===== src/rtl/alu_cmd_ctrl_pkg.sv =====
// Shared types and constants for the ALU command sequencer.
package alu_cmd_ctrl_pkg;

   localparam int DATA_WIDTH = 8;
   localparam int FUN_WIDTH  = 4;
   localparam int RES_WIDTH  = 2 * DATA_WIDTH;

   localparam logic [DATA_WIDTH-1:0] CMD_ALU_OP  = 8'hCC;
   localparam logic [DATA_WIDTH-1:0] CMD_ALU_NOP = 8'hDD;

   typedef enum logic [2:0] {
      ST_IDLE,
      ST_GET_A,
      ST_GET_B,
      ST_GET_FUN,
      ST_EXEC,
      ST_WAIT_RES,
      ST_SEND_LO,
      ST_SEND_HI
   } state_t;

   // Select the low or high byte of an ALU result for transmission.
   function automatic logic [DATA_WIDTH-1:0] res_byte(input logic [RES_WIDTH-1:0] r,
                                                      input logic hi);
      return hi ? r[RES_WIDTH-1:DATA_WIDTH] : r[DATA_WIDTH-1:0];
   endfunction

endpackage


===== src/rtl/alu_cmd_ctrl_if.sv =====
// Bundle of RX, ALU and TX signals around the command sequencer.
// slave = the sequencer, master = its environment (UART + ALU).
interface alu_cmd_ctrl_if;
   import alu_cmd_ctrl_pkg::*;

   logic [DATA_WIDTH-1:0] RX_P_DATA;
   logic                  RX_D_VLD;
   logic [DATA_WIDTH-1:0] ALU_A;
   logic [DATA_WIDTH-1:0] ALU_B;
   logic [FUN_WIDTH-1:0]  ALU_FUN;
   logic                  ALU_EN;
   logic [RES_WIDTH-1:0]  ALU_OUT;
   logic                  OUT_VALID;
   logic [DATA_WIDTH-1:0] TX_P_DATA;
   logic                  TX_D_VLD;
   logic                  TX_BUSY;
   logic                  CMD_ERR;

   modport slave (
      input  RX_P_DATA, RX_D_VLD, ALU_OUT, OUT_VALID, TX_BUSY,
      output ALU_A, ALU_B, ALU_FUN, ALU_EN, TX_P_DATA, TX_D_VLD, CMD_ERR
   );

   modport master (
      output RX_P_DATA, RX_D_VLD, ALU_OUT, OUT_VALID, TX_BUSY,
      input  ALU_A, ALU_B, ALU_FUN, ALU_EN, TX_P_DATA, TX_D_VLD, CMD_ERR
   );

endinterface


===== src/rtl/alu_cmd_ctrl_res_timer.sv =====
// Result-wait timer: counts enabled cycles, saturates at RES_TIMEOUT and
// flags expiry once the count has reached the limit.
module alu_res_timer #(
   parameter int RES_TIMEOUT = 8
) (
   input  logic CLK,
   input  logic RST,
   input  logic en,
   input  logic clr,
   output logic expired
);

   localparam int TW = $clog2(RES_TIMEOUT + 1);
   localparam logic [TW-1:0] LIMIT = TW'(RES_TIMEOUT);

   logic [TW-1:0] cnt_q;
   logic [TW-1:0] cnt_d;

   // Next count: clear has priority, otherwise count up until saturated.
   always_comb begin
      cnt_d = cnt_q;
      if (clr) begin
         cnt_d = '0;
      end else if (en && (cnt_q != LIMIT)) begin
         cnt_d = cnt_q + 1'b1;
      end
   end

   // Count register.
   always_ff @(posedge CLK or posedge RST) begin
      if (RST) begin
         cnt_q <= '0;
      end else begin
         cnt_q <= cnt_d;
      end
   end

   assign expired = (cnt_q == LIMIT);

endmodule


===== src/rtl/alu_cmd_ctrl.sv =====
// ALU command sequencer: parses RX frames into operands/function, pulses
// ALU_EN, waits for the result (with timeout) and returns it LSB first.
module alu_cmd_ctrl
   import alu_cmd_ctrl_pkg::*;
#(
   parameter int RES_TIMEOUT = 8
) (
   input  logic           CLK,
   input  logic           RST,
   alu_cmd_ctrl_if.slave  bus
);

   state_t                state_q;
   logic [DATA_WIDTH-1:0] alu_a_q;
   logic [DATA_WIDTH-1:0] alu_b_q;
   logic [FUN_WIDTH-1:0]  alu_fun_q;
   logic                  alu_en_q;
   logic [RES_WIDTH-1:0]  result_q;
   logic [DATA_WIDTH-1:0] tx_data_q;
   logic                  tx_vld_q;
   logic                  cmd_err_q;

   logic tmr_en;
   logic tmr_clr;
   logic tmr_expired;
   logic rx_busy_state;

   // The timer runs from the ALU_EN cycle so the first WAIT_RES cycle reads 1;
   // it is cleared whenever WAIT_RES is being left or not active.
   assign tmr_en  = (state_q == ST_EXEC) || (state_q == ST_WAIT_RES);
   assign tmr_clr = !tmr_en ||
                    ((state_q == ST_WAIT_RES) && (bus.OUT_VALID || tmr_expired));

   // States in which an incoming RX byte cannot be consumed.
   assign rx_busy_state = (state_q == ST_EXEC) || (state_q == ST_WAIT_RES) ||
                          (state_q == ST_SEND_LO) || (state_q == ST_SEND_HI);

   alu_res_timer #(
      .RES_TIMEOUT (RES_TIMEOUT)
   ) u_timer (
      .CLK     (CLK),
      .RST     (RST),
      .en      (tmr_en),
      .clr     (tmr_clr),
      .expired (tmr_expired)
   );

   // Frame parser, result capture and TX handshake with registered outputs.
   always_ff @(posedge CLK or posedge RST) begin
      if (RST) begin
         state_q   <= ST_IDLE;
         alu_a_q   <= '0;
         alu_b_q   <= '0;
         alu_fun_q <= '0;
         alu_en_q  <= 1'b0;
         result_q  <= '0;
         tx_data_q <= '0;
         tx_vld_q  <= 1'b0;
         cmd_err_q <= 1'b0;
      end else begin
         alu_en_q  <= 1'b0;
         cmd_err_q <= 1'b0;
         case (state_q)
            ST_IDLE: begin
               if (bus.RX_D_VLD) begin
                  if (bus.RX_P_DATA == CMD_ALU_OP) begin
                     state_q <= ST_GET_A;
                  end else if (bus.RX_P_DATA == CMD_ALU_NOP) begin
                     state_q <= ST_GET_FUN;
                  end else begin
                     cmd_err_q <= 1'b1;
                  end
               end
            end
            ST_GET_A: begin
               if (bus.RX_D_VLD) begin
                  alu_a_q <= bus.RX_P_DATA;
                  state_q <= ST_GET_B;
               end
            end
            ST_GET_B: begin
               if (bus.RX_D_VLD) begin
                  alu_b_q <= bus.RX_P_DATA;
                  state_q <= ST_GET_FUN;
               end
            end
            ST_GET_FUN: begin
               if (bus.RX_D_VLD) begin
                  alu_fun_q <= bus.RX_P_DATA[FUN_WIDTH-1:0];
                  alu_en_q  <= 1'b1;
                  state_q   <= ST_EXEC;
               end
            end
            ST_EXEC: begin
               state_q <= ST_WAIT_RES;
            end
            ST_WAIT_RES: begin
               if (bus.OUT_VALID) begin
                  result_q <= bus.ALU_OUT;
                  state_q  <= ST_SEND_LO;
               end else if (tmr_expired) begin
                  cmd_err_q <= 1'b1;
                  state_q   <= ST_IDLE;
               end
            end
            ST_SEND_LO, ST_SEND_HI: begin
               if (!tx_vld_q) begin
                  if (!bus.TX_BUSY) begin
                     tx_vld_q  <= 1'b1;
                     tx_data_q <= res_byte(result_q, state_q == ST_SEND_HI);
                  end
               end else if (bus.TX_BUSY) begin
                  tx_vld_q <= 1'b0;
                  state_q  <= (state_q == ST_SEND_LO) ? ST_SEND_HI : ST_IDLE;
               end
            end
            default: begin
               state_q <= ST_IDLE;
            end
         endcase
         if (bus.RX_D_VLD && rx_busy_state) begin
            cmd_err_q <= 1'b1;
         end
      end
   end

   assign bus.ALU_A     = alu_a_q;
   assign bus.ALU_B     = alu_b_q;
   assign bus.ALU_FUN   = alu_fun_q;
   assign bus.ALU_EN    = alu_en_q;
   assign bus.TX_P_DATA = tx_data_q;
   assign bus.TX_D_VLD  = tx_vld_q;
   assign bus.CMD_ERR   = cmd_err_q;

endmodule


===== src/flat_wrapper.sv =====
// flat-port wrapper written by rule: the top's interface ports become plain ports
module alu_cmd_ctrl_flat import alu_cmd_ctrl_pkg::*;
#(
   parameter int RES_TIMEOUT = 8
)
  (CLK, RST, bus_RX_P_DATA, bus_RX_D_VLD, bus_ALU_OUT, bus_OUT_VALID, bus_TX_BUSY, bus_ALU_A, bus_ALU_B, bus_ALU_FUN, bus_ALU_EN, bus_TX_P_DATA, bus_TX_D_VLD, bus_CMD_ERR);
  alu_cmd_ctrl_if bus_i ();
  input  logic CLK;
  input  logic RST;
  input wire logic [$bits(bus_i.RX_P_DATA)-1:0] bus_RX_P_DATA;
  input wire logic [$bits(bus_i.RX_D_VLD)-1:0] bus_RX_D_VLD;
  input wire logic [$bits(bus_i.ALU_OUT)-1:0] bus_ALU_OUT;
  input wire logic [$bits(bus_i.OUT_VALID)-1:0] bus_OUT_VALID;
  input wire logic [$bits(bus_i.TX_BUSY)-1:0] bus_TX_BUSY;
  output wire logic [$bits(bus_i.ALU_A)-1:0] bus_ALU_A;
  output wire logic [$bits(bus_i.ALU_B)-1:0] bus_ALU_B;
  output wire logic [$bits(bus_i.ALU_FUN)-1:0] bus_ALU_FUN;
  output wire logic [$bits(bus_i.ALU_EN)-1:0] bus_ALU_EN;
  output wire logic [$bits(bus_i.TX_P_DATA)-1:0] bus_TX_P_DATA;
  output wire logic [$bits(bus_i.TX_D_VLD)-1:0] bus_TX_D_VLD;
  output wire logic [$bits(bus_i.CMD_ERR)-1:0] bus_CMD_ERR;
  assign bus_i.RX_P_DATA = bus_RX_P_DATA;
  assign bus_i.RX_D_VLD = bus_RX_D_VLD;
  assign bus_i.ALU_OUT = bus_ALU_OUT;
  assign bus_i.OUT_VALID = bus_OUT_VALID;
  assign bus_i.TX_BUSY = bus_TX_BUSY;
  assign bus_ALU_A = bus_i.ALU_A;
  assign bus_ALU_B = bus_i.ALU_B;
  assign bus_ALU_FUN = bus_i.ALU_FUN;
  assign bus_ALU_EN = bus_i.ALU_EN;
  assign bus_TX_P_DATA = bus_i.TX_P_DATA;
  assign bus_TX_D_VLD = bus_i.TX_D_VLD;
  assign bus_CMD_ERR = bus_i.CMD_ERR;
  alu_cmd_ctrl #(.RES_TIMEOUT(RES_TIMEOUT)) u_core (.CLK(CLK), .RST(RST), .bus(bus_i));
endmodule

===== config.mk =====
export PLATFORM = sky130hd
export DESIGN_NAME = alu_cmd_ctrl_flat
export DESIGN_NICKNAME = d
export VERILOG_FILES = /design/src/rtl/alu_cmd_ctrl_pkg.sv /design/src/rtl/alu_cmd_ctrl_if.sv /design/src/rtl/alu_cmd_ctrl_res_timer.sv /design/src/rtl/alu_cmd_ctrl.sv /design/src/flat_wrapper.sv
export SDC_FILE = /design/constraint.sdc
export NUM_CORES = 1
export LEC_CHECK = 0
export ABC_CLOCK_PERIOD_IN_PS = 1500
export CAP_MARGIN = 20
export CORE_UTILIZATION = 44
export DETAILED_ROUTE_END_ITERATION = 6
export PLACE_DENSITY = 0.75
export SLEW_MARGIN = 10
export SYNTH_ARGS = -nofsm -noshare
export SYNTH_HDL_FRONTEND = slang
export SYNTH_HIERARCHICAL = 1
export SYNTH_SLANG_ARGS = --single-unit

===== constraint.sdc =====
create_clock -name CLK -period 1.5 [get_ports CLK]
set_input_delay 0.225 -clock CLK [delete_from_list [all_inputs] [get_ports CLK]]
set_output_delay 0.225 -clock CLK [all_outputs]
set_load 0.005 [all_outputs]

==> impl_metrics.prom <==
# TYPE chip_impl_metric gauge
chip_impl_info{name="critPathLaunch",value="u_core/bus.TX_P_DATA[2]$_DFFE_PP0P_"} 1
chip_impl_metric{name="nets",unit=""} 300
chip_impl_metric{name="power.leakage",unit="nW"} 1.54
chip_impl_metric{name="vias",unit=""} 1665
chip_impl_metric{name="hold_violations",unit=""} 0
chip_impl_metric{name="synth-simple-area-share",unit="%"} 10.5
chip_impl_metric{name="initial_utilization",unit="%"} 46.6
chip_impl_metric{name="clock_sinks",unit=""} 54
chip_impl_metric{name="std_cell_core_area",unit="µm²"} 5200
chip_impl_metric{name="syn2layout_area_growth",unit="%"} 41.1
chip_impl_metric{name="clkSlewWorstSetupHoldPaths",unit="ns"} 0.09
chip_impl_metric{name="synth-seq-area-share",unit="%"} 55.7
chip_impl_metric{name="die_y",unit="µm"} 76.3
chip_impl_metric{name="port-buffer-count",unit=""} 59
chip_impl_metric{name="synth_warnings",unit=""} 6
chip_impl_metric{name="detailedPlacementHpwl",unit="µm"} 3380
chip_impl_metric{name="synth_adder_area_share",unit="%"} 1.03
chip_impl_metric{name="layout-drive-gt1-share",unit="%"} 33.1
chip_impl_metric{name="antennaDiodeCount",unit=""} 0
chip_impl_metric{name="period_minus_slack",unit="ns"} 1.44
chip_impl_metric{name="final_critical_path_share_of_the_clock_period",unit="%"} 96.0
chip_impl_metric{name="async_reset_ff_share",unit="%"} 100
chip_impl_metric{name="post_synth_instance_area",unit="µm²"} 2430
chip_impl_info{name="largest_family_of_logic_cells_by_synthesized_area",value="multiplexers"} 1
chip_impl_info{name="timing.critical_path.to_type",value="primary output"} 1
chip_impl_info{name="worst_hold_path_type",value="in2async"} 1
chip_impl_info{name="path_class",value="reg2out"} 1
chip_impl_metric{name="post_synth_xor_xnor_area",unit="%"} 1.08
chip_impl_info{name="netlist_top_cells_area",value="sky130_fd_sc_hd__dfrtp_1, sky130_fd_sc_hd__mux2_2, sky130_fd_sc_hd__mux2_4"} 1
chip_impl_info{name="ys.flop_type",value="sky130_fd_sc_hd__dfrtp_1"} 1
chip_impl_metric{name="crit_required",unit="ns"} 1.27
chip_impl_metric{name="finalCoreUtilization",unit="%"} 65.7
chip_impl_info{name="result_of_the_run",value="complete, no violations"} 1
chip_impl_metric{name="synth_top_cell_area_share",unit="%"} 55.7
chip_impl_metric{name="syn_inst",unit=""} 183
chip_impl_metric{name="critPathMaxStageDelay",unit="ns"} 0.52
chip_impl_metric{name="relSlewSlack",unit="%"} 79.2
chip_impl_metric{name="top_level_ports",unit=""} 60
chip_impl_metric{name="wl_per_cell",unit="µm"} 13.5
chip_impl_metric{name="grt_first_pass_wirelength",unit="µm"} 8020
chip_impl_metric{name="stages_on_the_worst_setup_path",unit=""} 1
chip_impl_metric{name="worstRegToRegCells",unit=""} 3
chip_impl_info{name="crit_path_start_kind",value="flip-flop"} 1
chip_impl_metric{name="clk_latency",unit="ns"} 0.30
chip_impl_metric{name="report.final.slew_viol_count",unit=""} 0
chip_impl_metric{name="num_rows",unit=""} 26
chip_impl_metric{name="drc",unit=""} 0
chip_impl_metric{name="layout_setup_ws",unit="ns"} 0.0605
chip_impl_info{name="crit_end",value="bus_TX_P_DATA[2]"} 1
chip_impl_metric{name="route.final.wire_length",unit="µm"} 4580
chip_impl_info{name="largest_area_contributor_in_the_synthesized_netlist",value="sky130_fd_sc_hd__dfrtp_1"} 1
chip_impl_info{name="rr_startpoint",value="u_core/state_q[1]$_DFFE_PP0P_"} 1
chip_impl_metric{name="yosysUniqueCellTypes",unit=""} 40
chip_impl_metric{name="muxShareOfSynthArea",unit="%"} 23.0
chip_impl_metric{name="track_usage",unit="%"} 17.2
chip_impl_info{name="yosys.cell_count.top_type",value="sky130_fd_sc_hd__dfrtp_1"} 1
chip_impl_metric{name="place.gp.congestion",unit=""} 0.806
chip_impl_metric{name="ys_ff_latch",unit=""} 54
chip_impl_metric{name="die_width",unit="µm"} 76.3
chip_impl_metric{name="critPathArrivalTime",unit="ns"} 1.21
chip_impl_info{name="critical-path-slowest-cell",value="sky130_fd_sc_hd__clkdlybuf4s50_1"} 1
chip_impl_metric{name="power.ir.vdd_worst",unit="µV"} 1070
chip_impl_metric{name="cts_hold_buffers",unit=""} 0
chip_impl_info{name="synth_commonest_cells",value="sky130_fd_sc_hd__dfrtp_1, sky130_fd_sc_hd__mux2_2, sky130_fd_sc_hd__nor2_1, sky130_fd_sc_hd__a21oi_1, sky130_fd_sc_hd__mux2_4"} 1
chip_impl_info{name="clk_root_buffer_cell",value="sky130_fd_sc_hd__clkbuf_8"} 1
chip_impl_info{name="tritoncts_clock_tree",value="built"} 1
chip_impl_metric{name="detail-route-antenna-nets",unit=""} 0
chip_impl_metric{name="detailedPlace.worstSlack",unit="ns"} -0.142
chip_impl_metric{name="grt_overflow",unit=""} 0
chip_impl_metric{name="synth-edff-count",unit=""} 0
chip_impl_info{name="cp_top_family",value="buffers and inverters"} 1
chip_impl_metric{name="max_clock_freq",unit="MHz"} 695
chip_impl_metric{name="tightest_slew",unit="ns"} 0.311
chip_impl_metric{name="synth-compound-area-share",unit="%"} 5.36
chip_impl_metric{name="vias_per_cell",unit=""} 4.91
chip_impl_metric{name="mappedNetlistNets",unit=""} 214
chip_impl_metric{name="drt-pass1-iter-count",unit=""} 4
chip_impl_metric{name="initial_antenna_violation_count",unit=""} 0
chip_impl_metric{name="timing.final.setup_violations",unit=""} 0
chip_impl_metric{name="average_footprint_of_a_synthesized_cell",unit="µm²"} 13.3
chip_impl_metric{name="die_area",unit="µm²"} 5810
chip_impl_metric{name="power-per-cell-area",unit="nW/µm²"} 1860
chip_impl_metric{name="fin_skew",unit="ns"} 0.00516
chip_impl_info{name="r2r_end",value="u_core/bus.ALU_A[6]$_DFFE_PP0P_"} 1
chip_impl_metric{name="first_iter_violations",unit=""} 87
chip_impl_metric{name="timing.critical_path.fanout_max",unit=""} 2
chip_impl_metric{name="numCtsBuffers",unit=""} 5
chip_impl_info{name="grt_setup_unrepaired",value="yes"} 1
chip_impl_metric{name="h-tree-depth",unit=""} 2
chip_impl_info{name="timing.critical_path.cells",value="clkdlybuf4s50_1"} 1
chip_impl_metric{name="r2r_setup_slack",unit="ns"} 0.09
chip_impl_metric{name="clock_path_buffers",unit=""} 2
chip_impl_metric{name="grt_pass1_vias",unit=""} 1708
chip_impl_metric{name="maxCapViolations",unit=""} 0
chip_impl_metric{name="maximum_number_of_pins_on_one_net_before_global_route_repair",unit=""} 51
chip_impl_metric{name="critical_path.n_buffers_inverters",unit=""} 1
chip_impl_metric{name="nFillCells",unit=""} 412
[state kept, by name, summed over array words and instances, names as in the netlist]
register	flops
u_core/bus.TX_P_DATA	8
u_core/result_q	16
u_core/state_q	3
u_core/bus.TX_D_VLD	1
u_core/u_timer/cnt_q	4
u_core/bus.ALU_A	8
u_core/bus.CMD_ERR	1
u_core/bus.ALU_B	8
u_core/bus.ALU_EN	1
u_core/bus.ALU_FUN	4
[cell families after synthesis]
| group | Yosys count |
|---|---|
| xor gates and xnor gates | 3 |
| adders and majority gates | 2 |
| DFF | 54 |
| buffers and inverters | 13 |
| muxes | 47 |
| AOI/OAI and AO/OA | 21 |
| and+or+nand+nor | 43 |
[worst reg2reg max path: stages, from the launching register on]
cell and delay (ns):
sky130_fd_sc_hd__dfrtp_2 0.45, sky130_fd_sc_hd__nand2b_1 0.22, sky130_fd_sc_hd__nor2_4 0.26, sky130_fd_sc_hd__mux2_2 0.37
[worst min-delay path by stage]
stage | start | to | depth (start not counted)
floorplan | RST | u_core/u_timer/cnt_q[0]$_DFFE_PP0P_ | 1
global placement | RST | u_core/u_timer/cnt_q[2]$_DFFE_PP0P_ | 2
detailed placement | RST | u_core/u_timer/cnt_q[2]$_DFFE_PP0P_ | 2
CTS | RST | u_core/u_timer/cnt_q[2]$_DFFE_PP0P_ | 2
global route | RST | u_core/u_timer/cnt_q[0]$_DFFE_PP0P_ | 2
finish | RST | u_core/u_timer/cnt_q[2]$_DFFE_PP0P_ | 2
[cell type report]
class	instances	area [µm²]	area share, %
Clock inverter	2	13.8	0.402
Multi-Input combinational cell	116	1030	30.2
Sequential cell	54	1350	39.5
Timing Repair Buffer	86	843	24.6
Clock buffer	5	68.8	2.01
Tap cell	70	87.6	2.56
Inverter	6	22.5	0.658
[power by group]
part           internal [mW]  switching [mW]  leakage [nW]  total [mW]
combinational           1.95            1.10         0.847        3.05
clock                  0.323           0.445        0.0444       0.769
sequential              2.15           0.404         0.649        2.55
[placed cells by master (no fill, tap or decap), drive strengths merged, types with 3 or more instances in the layout]
cell type       n
mux2i          10
dfrtp          54
buf            27
inv             7
nor2           17
o21ai           4
clkbuf          5
nand2b          3
mux2           37
clkdlybuf4s50  59
a21oi          11
nand2           8
[per-stage QoR]
| step | cell area (µm²) | std cells | TNS, ns | hold slack [ns] | total power, mW |
|---|---|---|---|---|---|
| after global placement | 3290 | 331 | -1.47 | 0.470 | 5.47 |
| after global routing | 3420 | 339 | 0 | 0.183 | 6.84 |
| after CTS | 3380 | 339 | 0 | 0.150 | 6.39 |
| after detailed placement | 3290 | 331 | -2.24 | 0.477 | 5.57 |
| after floorplan | 2430 | 183 | 0 | -0.00892 | 4.13 |
| final | 3420 | 339 | 0 | 0.155 | 6.37 |
[timing repair]
action                     CTS  global route
resized for setup            0            11
pin swaps                    0             2
setup endpoints to repair    1             7
buffers inserted             1             0
[per-layer routing]
layer / global-route usage, % / part of all wire, % / vias to the layer above
met5: 0 / 0 / -
met4: 3.46 / 0.31 / 0
met3: 4.91 / 5.6 / 4
met2: 27.9 / 47 / 52
met1: 23.2 / 47 / 801
li1: - / - / 808
(Power assumes the default switching activity.)
